### config.mk
export PLATFORM = sky130hd
export DESIGN_NAME = pipe_stage_reg
export DESIGN_NICKNAME = d
export VERILOG_FILES = /design/src/rtl/pipe_stage_reg.sv
export SDC_FILE = /design/constraint.sdc
export NUM_CORES = 1
export LEC_CHECK = 0
export CORE_MARGIN = 2
export CORE_UTILIZATION = 45
export CTS_CLUSTER_SIZE = 10
export DETAILED_ROUTE_END_ITERATION = 12
export PLACE_DENSITY = 0.76
export SLEW_MARGIN = 20
export SYNTH_ARGS = -nofsm -noshare
export SYNTH_HDL_FRONTEND = slang
export SYNTH_SLANG_ARGS = --single-unit
### constraint.sdc
create_clock -name CLK -period 1.6 [get_ports CLK]
set_clock_uncertainty 0.15 [all_clocks]
set_input_delay 0.32 -clock CLK [delete_from_list [all_inputs] [get_ports CLK]]
set_output_delay 0.32 -clock CLK [all_outputs]
set_load 0.005 [all_outputs]
### src/rtl/pipe_stage_reg.sv
// Pipeline stage register: valid/ready handshake with a 2-entry skid buffer, plus flush and bubble masking.
// Latency: 1 cycle from accept to out_*; full throughput of 1 entry/cycle while downstream is ready.
// Backpressure: in_ready_o comes from a flop; it drops only when both entries are held. Macro PIPE_STAGE_PERF_EN enables the counters.
module pipe_stage_reg #(
  parameter int unsigned          DATA_W      = 128,
  parameter int unsigned          CTRL_W      = 32,
  parameter logic [CTRL_W-1:0]    BUBBLE_CTRL = '0,
  parameter int unsigned          CNT_W       = 16
) (
  input  logic              CLK,
  input  logic              RESET,
  input  logic              flush_i,
  input  logic              in_valid_i,
  output logic              in_ready_o,
  input  logic [DATA_W-1:0] in_data_i,
  input  logic [CTRL_W-1:0] in_ctrl_i,
  output logic              out_valid_o,
  input  logic              out_ready_i,
  output logic [DATA_W-1:0] out_data_o,
  output logic [CTRL_W-1:0] out_ctrl_o,
  output logic [1:0]        occupancy_o,
  output logic [CNT_W-1:0]  stall_cnt_o,
  output logic [CNT_W-1:0]  bubble_cnt_o
);

  // State encoding doubles as the occupancy count.
  typedef enum logic [1:0] {
    EMPTY = 2'd0,
    ONE   = 2'd1,
    FULL  = 2'd2
  } state_t;

  state_t              state_q, state_d;
  logic                in_ready_q, in_ready_d;
  logic [DATA_W-1:0]   m_data_q, m_data_d;
  logic [CTRL_W-1:0]   m_ctrl_q, m_ctrl_d;
  logic [DATA_W-1:0]   s_data_q, s_data_d;
  logic [CTRL_W-1:0]   s_ctrl_q, s_ctrl_d;
  logic                accept;
  logic                consume;

  assign accept  = in_valid_i & in_ready_q;
  assign consume = (state_q != EMPTY) & out_ready_i;

  // Next-state and data-path steering; flush overrides everything, data regs keep their contents.
  always_comb begin
    state_d  = state_q;
    m_data_d = m_data_q;
    m_ctrl_d = m_ctrl_q;
    s_data_d = s_data_q;
    s_ctrl_d = s_ctrl_q;
    if (flush_i) begin
      state_d = EMPTY;
    end else begin
      case (state_q)
        EMPTY: begin
          if (accept) begin
            m_data_d = in_data_i;
            m_ctrl_d = in_ctrl_i;
            state_d  = ONE;
          end
        end
        ONE: begin
          if (accept && consume) begin
            m_data_d = in_data_i;
            m_ctrl_d = in_ctrl_i;
          end else if (accept) begin
            s_data_d = in_data_i;
            s_ctrl_d = in_ctrl_i;
            state_d  = FULL;
          end else if (consume) begin
            state_d  = EMPTY;
          end
        end
        FULL: begin
          if (consume) begin
            m_data_d = s_data_q;
            m_ctrl_d = s_ctrl_q;
            state_d  = ONE;
          end
        end
        default: state_d = EMPTY;
      endcase
    end
    in_ready_d = (state_d != FULL);
  end

  // State, ready and entry registers; reset clears everything and reopens the input.
  always_ff @(posedge CLK or negedge RESET) begin
    if (!RESET) begin
      state_q    <= EMPTY;
      in_ready_q <= 1'b1;
      m_data_q   <= '0;
      m_ctrl_q   <= '0;
      s_data_q   <= '0;
      s_ctrl_q   <= '0;
    end else begin
      state_q    <= state_d;
      in_ready_q <= in_ready_d;
      m_data_q   <= m_data_d;
      m_ctrl_q   <= m_ctrl_d;
      s_data_q   <= s_data_d;
      s_ctrl_q   <= s_ctrl_d;
    end
  end

  assign in_ready_o  = in_ready_q;
  assign out_valid_o = (state_q != EMPTY);
  assign out_data_o  = m_data_q;
  assign out_ctrl_o  = out_valid_o ? m_ctrl_q : BUBBLE_CTRL;
  assign occupancy_o = state_q;

`ifdef PIPE_STAGE_PERF_EN
  logic [CNT_W-1:0] stall_cnt_q, stall_cnt_d;
  logic [CNT_W-1:0] bubble_cnt_q, bubble_cnt_d;
  localparam logic [CNT_W-1:0] CNT_ONE = {{(CNT_W-1){1'b0}}, 1'b1};

  // Saturating stall and bubble counters; only reset clears them.
  always_comb begin
    stall_cnt_d  = stall_cnt_q;
    bubble_cnt_d = bubble_cnt_q;
    if (out_valid_o && !out_ready_i && !flush_i && (stall_cnt_q != '1))
      stall_cnt_d = stall_cnt_q + CNT_ONE;
    if (!out_valid_o && (bubble_cnt_q != '1))
      bubble_cnt_d = bubble_cnt_q + CNT_ONE;
  end

  // Counter registers.
  always_ff @(posedge CLK or negedge RESET) begin
    if (!RESET) begin
      stall_cnt_q  <= '0;
      bubble_cnt_q <= '0;
    end else begin
      stall_cnt_q  <= stall_cnt_d;
      bubble_cnt_q <= bubble_cnt_d;
    end
  end

  assign stall_cnt_o  = stall_cnt_q;
  assign bubble_cnt_o = bubble_cnt_q;
`else
  assign stall_cnt_o  = '0;
  assign bubble_cnt_o = '0;
`endif

endmodule
==> results_dict.tcl, run 1 <==
set metrics [dict create \
    status "complete, but fails checks" \
    violations "negative setup slack" \
    yosysUniqueCellTypes 27 \
    wl_per_cell_um 23.6 \
    async_reset_ff_share_pct 100 \
    grt_max_degree 73 \
    drt-total-wl_um 49900 \
    globalplace.congestion 0.799 \
    dieArea_sq_um 33400 \
    drive_gt1_share_pct 55.1 \
    dr.pass1.iters 4 \
    path_cells "buf_6, nor2b_4, buf_6, buf_6, o41a_4, buf_12, buf_16, nand2_1, o21ai_2" \
    crit_family "buffers and inverters" \
    cp-end-kind "flop" \
    max_stage_delay_ns 0.51 \
    wl_met1_um 19600 \
    share_comb_of_total_power_pct 28.1 \
    h-tree-depth 2 \
    cp_data_required_time_ns 1.85 \
    clk_pin_slew_ns 0.06 \
    grt_use_total_pct 27.9 \
    slew_viol_final 0 \
    viasPerCell 5.47 \
    syn_to_final_growth_pct 67.6 \
    hold_class "in -> async" \
    drc 0 \
    synthCells 1118 \
    clockBufferDepth 3 \
    cp-start-kind "flop" \
    grt-ovfl-total 0 \
    grt_pass1_vias 12500 \
    die_width_um 183 \
    ys.warnings.count 0 \
    ys.flop_type "dfrtp_1" \
    final-hold-violation-count 0 \
    dr.max_layer_used "met4" \
    antenna_found_initial 1 \
    clock.fmax_mhz 454 \
    ant_nets 0 \
    cts_tree "built" \
    p_sw_share_pct 28.7 \
    vias 11600 \
    critPathKind "reg -> reg" \
    period_minus_slack_ns 2.20 \
    dr_wl_met3_um 2780 \
    cp-startpoint "occupancy_o[0]" \
    start_util_pct 45.6 \
    die-height_um 183 \
    setup_tns_ns -171.08 \
    pin_count 361 \
    cellPowerDensity_nw_per_um2 1130 \
    slew_headroom_pct 58.8 \
    seqPwrFrac_pct 43.2 \
    cts.sinks 323 \
    cts_root_buf "clkbuf_16" \
    cp.buffers_inverters 5 \
    num_rows 65 \
    timing.rr.start "occupancy_o[0]" \
    synth_edf_count 0 \
    synth_seq_cells 323 \
    period_share_pct 138 \
    dp_hpwl_um 24300 \
    wl_met2_um 25500 \
    cp_slowest_cell "o41a_4" \
    fin_util_pct 76.5 \
    irDropWorstVdd_mv 0.807 \
    cap_violations 0 \
    power.switching_mw 7.81 \
    fillers 1741 \
    critPathArrivalTime_ns 2.45 \
    rsz0062_at_grt "yes" \
    finalNetCount 1869 \
    syn_avg_cell_area_sq_um 12.9 \
    io_buffers 328 \
    crit_fanout 8 \
    grt_first_pass_wirelength_um 71800 \
    clock_latency_ns 0.51 \
    p_leak_nw 11.3 \
    drtIter0Drc 526 \
    p_int_mw 19.4 \
    core_sq_um 31500 \
    syn_area_sq_um 14400 \
    p_clk_share_pct 28.7 \
    finalWorstSetupSlack_ns -0.600 \
    finalSetupViolCount 364 \
    ys_seq_area_share_pct 56.3 \
    worst_pin_slew_ns 0.617 \
    cts_buffers 38 \
    path_common_cell "buf_6" \
]
[path summary, 6_finish.rpt]
path,to,cells past startpoint,slack [ns]
setup / recovery,out_data_o[68],9,-0.60
hold / removal,m_ctrl_q[6],2,0.11
setup reg to reg,out_data_o[68],9,-0.60
hold reg to reg,out_data_o[101],2,0.34
max in group asynchronous,m_ctrl_q[18],3,0.49
min in group CLK,s_ctrl_q[11],2,0.30
[cells in the mapped netlist, drive strengths merged, types with 2 or more instances]
cell	instances	area (sq um)
nand2	162	608
nor2b	34	215
clkbuf	22	97.6
mux2	160	2180
o21ai	160	801
nor2	2	7.51
inv	2	7.51
buf	83	673
mux2i	161	1610
dfrtp	322	8060
[cell type report]
type | instances | area (sq um) | share of cell area (%)
diodes | 1 | 2.50 | 0.0104
flip-flops and latches | 323 | 8090 | 33.6
inverters | 2 | 7.51 | 0.0312
repair buffers | 615 | 7000 | 29.1
well taps | 402 | 503 | 2.09
multi-input cells | 724 | 7440 | 30.9
clock buffers | 48 | 1050 | 4.37
[power by group through the flow]
stage                     registers, mW  clock network (mW)  logic [mW]
after floorplan                    11.2                   0        2.83
after global placement             11.4                   0        5.30
after detailed placement           11.5                   0        5.47
after CTS                          11.4                7.85        6.69
after global routing               12.0                8.25        8.13
final                              11.8                7.82        7.66
[worst register-to-register path, cell delays in order, from the launching register on]
cell	delay, ns
dfrtp_2	0.43
buf_6	0.13
nor2b_4	0.14
buf_6	0.13
buf_6	0.11
o41a_4	0.51
buf_12	0.16
buf_16	0.16
nand2_1	0.10
o21ai_2	0.05
[per-stage QoR]
stage / power, mW / std cells / setup WS (ns) / cell area (sq um) / hold WS, ns
6_report: 27.3 / 2115 / -0.600 / 24100 / 0.107
5_1_grt: 28.3 / 2115 / -0.636 / 24100 / 0.111
4_1_cts: 25.9 / 2089 / -0.584 / 22900 / 0.0831
3_5_place_dp: 16.9 / 1856 / -0.564 / 18500 / 0.0412
3_3_place_gp: 16.7 / 1856 / -0.543 / 18500 / 0.0424
2_1_floorplan: 14.0 / 1149 / -0.218 / 14600 / -0.126
[logic make-up (layout without fill, tap and decap cells)]
kind of cell,after synthesis,count (layout),share of synthesized area [%]
muxes,321,321,26.4
buffers and inverters,107,665,5.42
AOI/OAI and AO/OA,164,169,5.88
other,1,33,0.0261
and+or+nand+nor,202,202,6.04
DFF,323,323,56.3
[flip-flops by register name (all words and copies together), names as in the netlist]
register,flops
s_ctrl_q,32
occupancy_o,2
m_ctrl_q,32
s_data_q,128
out_data_o,128
in_ready_o,1
[what timing repair did]
| action | 4_1_cts | 5_1_grt |
|---|---|---|
| setup endpoints to repair | 484 | 414 |
| cloned | 65 | 8 |
| gates resized for setup | 811 | 430 |
| pin swaps | 47 | 96 |
| hold buffers | 1 | 0 |
| setup buffers | 119 | 52 |
| endpoints found under the hold margin | 284 | 0 |
[cell usage in the layout (no fill, tap or decap), types with 17 or more instances in the layout]
| cell | instances |
|---|---|
| mux2_4 | 105 |
| buf_4 | 93 |
| clkdlybuf4s15_1 | 28 |
| buf_12 | 65 |
| nand2_2 | 39 |
| mux2i_1 | 133 |
| o21ai_2 | 121 |
| clkbuf_2 | 40 |
| buf_8 | 20 |
| dfrtp_1 | 320 |
| buf_2 | 92 |
| nand2_4 | 92 |
| buf_6 | 59 |
| mux2_2 | 55 |
| clkdlybuf4s50_1 | 162 |
| clkbuf_16 | 49 |
| o21ai_1 | 35 |
| nand2_1 | 30 |
| conb_1 | 32 |
| mux2i_2 | 17 |
| buf_16 | 45 |
| nor2b_4 | 20 |
[routing by layer]
layer  global-route usage [%]  vias to the layer above
met2                     48.0                      463
met1                     34.7                     5973
met4                     12.5                        0
met5                        0                        -
li1                         -                     5006
met3                     4.67                      132
Power figures use the tool's default switching activity.
==> inputs of run 2 (changes only) <==
- RECOVER_POWER: not set -> 50
==> run 2 against run 1 <==
  * Routed wire length about the same
  * Setup slack got worse by 0.0016 ns
  * Final cell count unchanged
  * Largest cell class unchanged
  * Register-to-register slack about the same
  * The run still ends with negative setup slack left
  * Largest power group unchanged
  * Critical path type unchanged
  * Total power about the same
  * First-iteration DRC count increased by 1.5%
  * Cell area decreased by 0.13%
  * Via count decreased by 0.28%
  * Die area unchanged
  * Clock power about the same
  * Critical endpoint is now out_data_o[53]
==> results_dict.tcl, run 2 (synthesized netlist as in run 1, its figures left out) <==
set metrics [dict create \
    grt_first_pass_wirelength_um 71800 \
    dieArea_sq_um 33400 \
    clk_pin_slew_ns 0.06 \
    cp-startpoint "occupancy_o[0]" \
    cp_data_required_time_ns 1.88 \
    seqPwrFrac_pct 43.2 \
    design_area_sq_um 24100 \
    syn_to_final_growth_pct 67.4 \
    cp_slowest_cell "o41a_4" \
    power.switching_mw 7.81 \
    r2r_end "out_data_o[53]" \
    cp-start-kind "flop" \
    antenna_found_initial 1 \
    path_cells "buf_6, nor2b_4, buf_6, o41a_4, buf_12, buf_12, buf_16, o21ai_2" \
    layout_common_cells "320 x dfrtp_1, 162 x clkdlybuf4s50_1, 133 x mux2i_1, 121 x o21ai_2, 105 x mux2_4" \
    dp_hpwl_um 24300 \
    finalNetCount 1869 \
    status "complete, but fails checks" \
    r2r_slack_ns -0.60 \
    finalSetupViolCount 365 \
    globalplace.congestion 0.799 \
    p_leak_nw 11.3 \
    num_rows 65 \
    path_depth 8 \
    drtIter0Drc 534 \
    vias 11500 \
    grt_use_total_pct 27.9 \
    rsz0062_at_grt "yes" \
    cts_tree "built" \
    drt-total-wl_um 49900 \
    p_int_mw 19.4 \
    violations "negative setup slack" \
    worst_pin_slew_ns 0.800 \
    crit_family "buffers and inverters" \
    slew_headroom_pct 46.7 \
    start_util_pct 45.6 \
    final-hold-violation-count 0 \
    max_stage_delay_ns 0.57 \
    viasPerCell 5.46 \
    cts.sinks 323 \
    drc 0 \
    grt_max_degree 73 \
    layout_commonest_cell "dfrtp_1" \
    irDropWorstVdd_mv 0.807 \
    place_area_sq_um 18500 \
    slew_viol_final 0 \
    hold_class "in -> async" \
    period_share_pct 138 \
    wl_per_cell_um 23.6 \
    grt-ovfl-total 0 \
    die-height_um 183 \
    setup_tns_ns -170.75 \
    dr.pass1.iters 5 \
    timing.rr.start "occupancy_o[0]" \
    share_comb_of_total_power_pct 28.1 \
    die_width_um 183 \
    cts_root_buf "clkbuf_16" \
    grt_pass1_vias 12500 \
    period_minus_slack_ns 2.20 \
    p_total_mw 27.2 \
    pin_count 361 \
    clockBufferDepth 3 \
    cp.buffers_inverters 5 \
    cap_violations 0 \
    hold-worst-slack_ns 0.278 \
    ant_nets 0 \
    p_clk_share_pct 28.7 \
    rr_worst_depth 8 \
    cp-end-kind "flop" \
    critPathKind "reg -> reg" \
    drive_gt1_share_pct 55.1 \
    io_buffers 328 \
    cts_buffers 38 \
    p_sw_share_pct 28.7 \
    cellPowerDensity_nw_per_um2 1130 \
    critPathArrivalTime_ns 2.49 \
    core_sq_um 31500 \
    crit_fanout 7 \
    h-tree-depth 2 \
    clock_latency_ns 0.51 \
    clock.fmax_mhz 454 \
    crit_end "out_data_o[53]" \
    finalWorstSetupSlack_ns -0.602 \
]
## run 2: cell types whose count changed in the layout (fill, tap and decap cells not counted), sizes merged
cell	change
buf	-4
clkbuf	+4
## run 2: worst min-delay path by stage
stage | from | end | slack, ns | depth (start not counted)
after CTS | RESET | m_ctrl_q[6] | 0.08 | 2
after floorplan | RESET | m_ctrl_q[0] | -0.13 | 0
after global routing | in_ctrl_i[11] | s_ctrl_q[11] | 0.30 | 2
after detailed placement | RESET | m_ctrl_q[6] | 0.04 | 1
after global placement | RESET | m_ctrl_q[6] | 0.04 | 1
final | RESET | m_ctrl_q[6] | 0.28 | 2
## run 2: per-stage QoR
step           cells  setup WS [ns]  utilization (%)
6_report        2115         -0.602             76.4
5_1_grt         2115         -0.636             76.4
4_1_cts         2089         -0.584             72.8
3_5_place_dp    1856         -0.564             58.9
3_3_place_gp    1856         -0.543             58.9
2_1_floorplan   1149         -0.218                -
## run 2: what timing repair did
item                                    4_1_cts  5_1_grt
endpoints found under the hold margin       284        0
setup buffers                               119       52
gates cloned                                 65        8
endpoints found under the setup margin      484      414
pin swaps                                    47       96
resized for setup                           811      430
hold buffers                                  1        0
## run 2: final cells by class
| type | instances | area [sq um] |
|---|---|---|
| clock buffers | 48 | 1050 |
| well taps | 402 | 503 |
| fillers | 1748 | 7420 |
| multi-input cells | 724 | 7440 |
| diodes | 1 | 2.50 |
| repair buffers | 615 | 6960 |
| inverters | 2 | 7.51 |
| flip-flops and latches | 323 | 8090 |
## run 2: layer usage
metal | track usage (%) | up-vias | share of wire, %
li1 | - | 4999 | -
met1 | 34.7 | 5947 | 39
met2 | 48.0 | 454 | 51
met3 | 4.67 | 142 | 5.5
met4 | 12.5 | 0 | 4.0
met5 | 0 | - | 0
## run 2: power groups by stage
| stage | combinational, mW | sequential, mW | clock [mW] |
|---|---|---|---|
| after floorplan | 2.83 | 11.2 | 0 |
| after global placement | 5.30 | 11.4 | 0 |
| after detailed placement | 5.47 | 11.5 | 0 |
| after CTS | 6.69 | 11.4 | 7.85 |
| after global routing | 8.12 | 12.0 | 8.25 |
| final | 7.65 | 11.8 | 7.82 |
==> inputs of run 3 (changes only) <==
- GPL_TIMING_DRIVEN: not set -> 0
- SLEW_MARGIN: 20 -> not set
==> run 3 against run 2 <==
  * First-iteration DRC count fell by 23%
  * Hold slack got worse by 0.27 ns
  * Routed wire length shrank 16%
  * Critical path type is now reg -> out
  * Sequential power about the same
  * Setup slack better by 0.070 ns
  * Final cell count decreased by 3.5%
  * Global-route usage decreased by 5.9 points
  * Sequential share of layout area is 2.3 points higher
  * Critical endpoint is now out_ctrl_o[3]
  * Die area is the same
  * Via count down 8.0%
  * The run ends with max-capacitance violations, max-slew violations, negative setup slack left
  * Non-clock buffer count is 74 lower
==> results_dict.tcl, run 3 (synthesized netlist as in run 1, its figures left out) <==
set metrics [dict create \
    cts_root_buf "clkbuf_16" \
    p_sw_share_pct 26.9 \
    critPathArrivalTime_ns 1.66 \
    r2r_slack_ns -0.51 \
    drtIter0Drc 412 \
    cellPowerDensity_nw_per_um2 1180 \
    finalNetCount 1790 \
    crit_fanout 5 \
    clock.fmax_mhz 469 \
    globalplace.congestion 0.772 \
    max_stage_delay_ns 0.42 \
    p_int_mw 19.4 \
    share_comb_of_total_power_pct 27.0 \
    start_util_pct 45.6 \
    syn_to_final_growth_pct 56.5 \
    setup_tns_ns -134.24 \
    dp_hpwl_um 25200 \
    status "complete, but fails checks" \
    core_sq_um 31500 \
    layout_commonest_cell "dfrtp_1" \
    rsz0062_at_grt "yes" \
    slew_headroom_pct -4.38 \
    hold_class "in -> async" \
    power.switching_mw 7.13 \
    h-tree-depth 2 \
    p_total_mw 26.5 \
    irDropWorstVdd_mv 1.07 \
    worst_pin_slew_ns 1.57 \
    viasPerCell 5.20 \
    die-height_um 183 \
    period_minus_slack_ns 2.13 \
    ant_nets 0 \
    p_leak_nw 11.6 \
    vias 10600 \
    path_common_cell "buf_12" \
    seqPwrFrac_pct 43.5 \
    p_clk_share_pct 29.6 \
    num_rows 65 \
    slew_viol_final 115 \
    r2r_end "out_data_o[87]" \
    drc 0 \
    dieArea_sq_um 33400 \
    drt-total-wl_um 41900 \
    antenna_found_initial 3 \
    io_buffers 328 \
    cp_slowest_cell "dfrtp_2" \
    cp-end-kind "output pin" \
    cp-start-kind "flop" \
    violations "max-capacitance violations, max-slew violations, negative setup slack" \
    grt_first_pass_wirelength_um 58200 \
    clk_pin_slew_ns 0.06 \
    rr_worst_depth 8 \
    wl_per_cell_um 20.5 \
    drive_gt1_share_pct 44.1 \
    grt_use_total_pct 22.1 \
    dr.pass1.iters 4 \
    fin_util_pct 71.5 \
    clockBufferDepth 3 \
    critPathKind "reg -> out" \
    grt-ovfl-total 0 \
    grt_max_degree 117 \
    cp_data_required_time_ns 1.13 \
    clock_latency_ns 0.51 \
    die_width_um 183 \
    path_cells "nor2_4, buf_12, buf_12, clkbuf_8, nor2b_1, buf_2" \
    cts_tree "built" \
    pin_count 361 \
    fillers 2076 \
    final-hold-violation-count 0 \
    timing.rr.start "occupancy_o[0]" \
    grt_pass1_vias 10600 \
    period_share_pct 133 \
    cts_buffers 38 \
    cts.sinks 323 \
    cap_violations 1 \
    layout_common_cells "320 x dfrtp_1, 163 x clkdlybuf4s50_1, 161 x mux2i_1, 122 x dlymetal6s2s_1, 110 x buf_4" \
    finalSetupViolCount 356 \
    finalWorstSetupSlack_ns -0.532 \
]
[run 3: changes by cell type in the layout (fill, tap and decap cells not counted), sizes merged]
| cell | before | now |
|---|---|---|
| clkdlybuf4s50 | 162 | 163 |
| buf | 370 | 214 |
| clkbuf | 100 | 95 |
| dlygate4sd2 | 1 | 0 |
| dlymetal6s2s | 1 | 122 |
| o41a | 6 | 1 |
| diode | 1 | 2 |
| clkdlybuf4s15 | 28 | 0 |
| dlygate4sd3 | 1 | 0 |
[run 3: critical path: cells and delay by family, from the launching register on]
kind          cells  cell delay, ns
buf+inv           4            0.54
flops             1            0.42
simple gates      2            0.18
[run 3: power groups by stage]
| stage | Combinational [mW] | Clock (mW) | Sequential [mW] |
|---|---|---|---|
| 6_report | 7.15 | 7.84 | 11.5 |
| 5_1_grt | 7.64 | 8.33 | 11.7 |
| 4_1_cts | 5.77 | 7.96 | 11.3 |
| 3_5_place_dp | 5.52 | 0 | 11.4 |
| 3_3_place_gp | 5.36 | 0 | 11.3 |
| 2_1_floorplan | 2.83 | 0 | 11.2 |
[run 3: layout make-up]
class / count / area, sq um / share of cell area (%)
Clock buffer: 53 / 1080 / 4.81
Tap cell: 402 / 503 / 2.24
Sequential cell: 323 / 8090 / 36.0
Antenna cell: 2 / 5.00 / 0.0223
Timing Repair Buffer: 438 / 4760 / 21.2
Multi-Input combinational cell: 719 / 6870 / 30.5
Buffer: 103 / 1180 / 5.25
Inverter: 2 / 7.51 / 0.0334
[run 3: metal layers]
metal	vias up	routed length [um]	GRT usage, %
met5	-	9	0
met4	2	1270	6.94
met2	345	20700	36.5
li1	4833	-	-
met3	80	2720	5.85
met1	5354	17200	28.4
[run 3: metrics by stage]
stage	hold WS, ns	instance area (sq um)	std cells	setup WS [ns]
after global placement	0.305	18400	1879	-15.24
after global routing	0.147	22500	2042	-0.571
after detailed placement	0.318	18400	1881	-1.04
after floorplan	-0.126	14600	1149	-0.218
final	0.0105	22500	2042	-0.532
after CTS	-0.219	19900	1950	-0.542
[run 3: repair_timing]
action,4_1_cts,5_1_grt
cloned,5,19
hold endpoints to repair,113,113
buffers inserted,11,74
pin swaps,1,91
setup endpoints to repair,484,484
gates resized for setup,215,576
[run 3: how the worst max path moves through the flow]
stage / from / end / slack [ns] / cells past startpoint
final: occupancy_o[1] / out_ctrl_o[3] / -0.53 / 6
after global routing: occupancy_o[1] / out_ctrl_o[28] / -0.57 / 6
after CTS: occupancy_o[0] / out_ctrl_o[30] / -0.54 / 6
after detailed placement: occupancy_o[1] / out_ctrl_o[22] / -1.04 / 4
after global placement: RESET / occupancy_o[1] / -15.24 / 1
after floorplan: in_ready_o / out_data_o[60] / -0.22 / 7
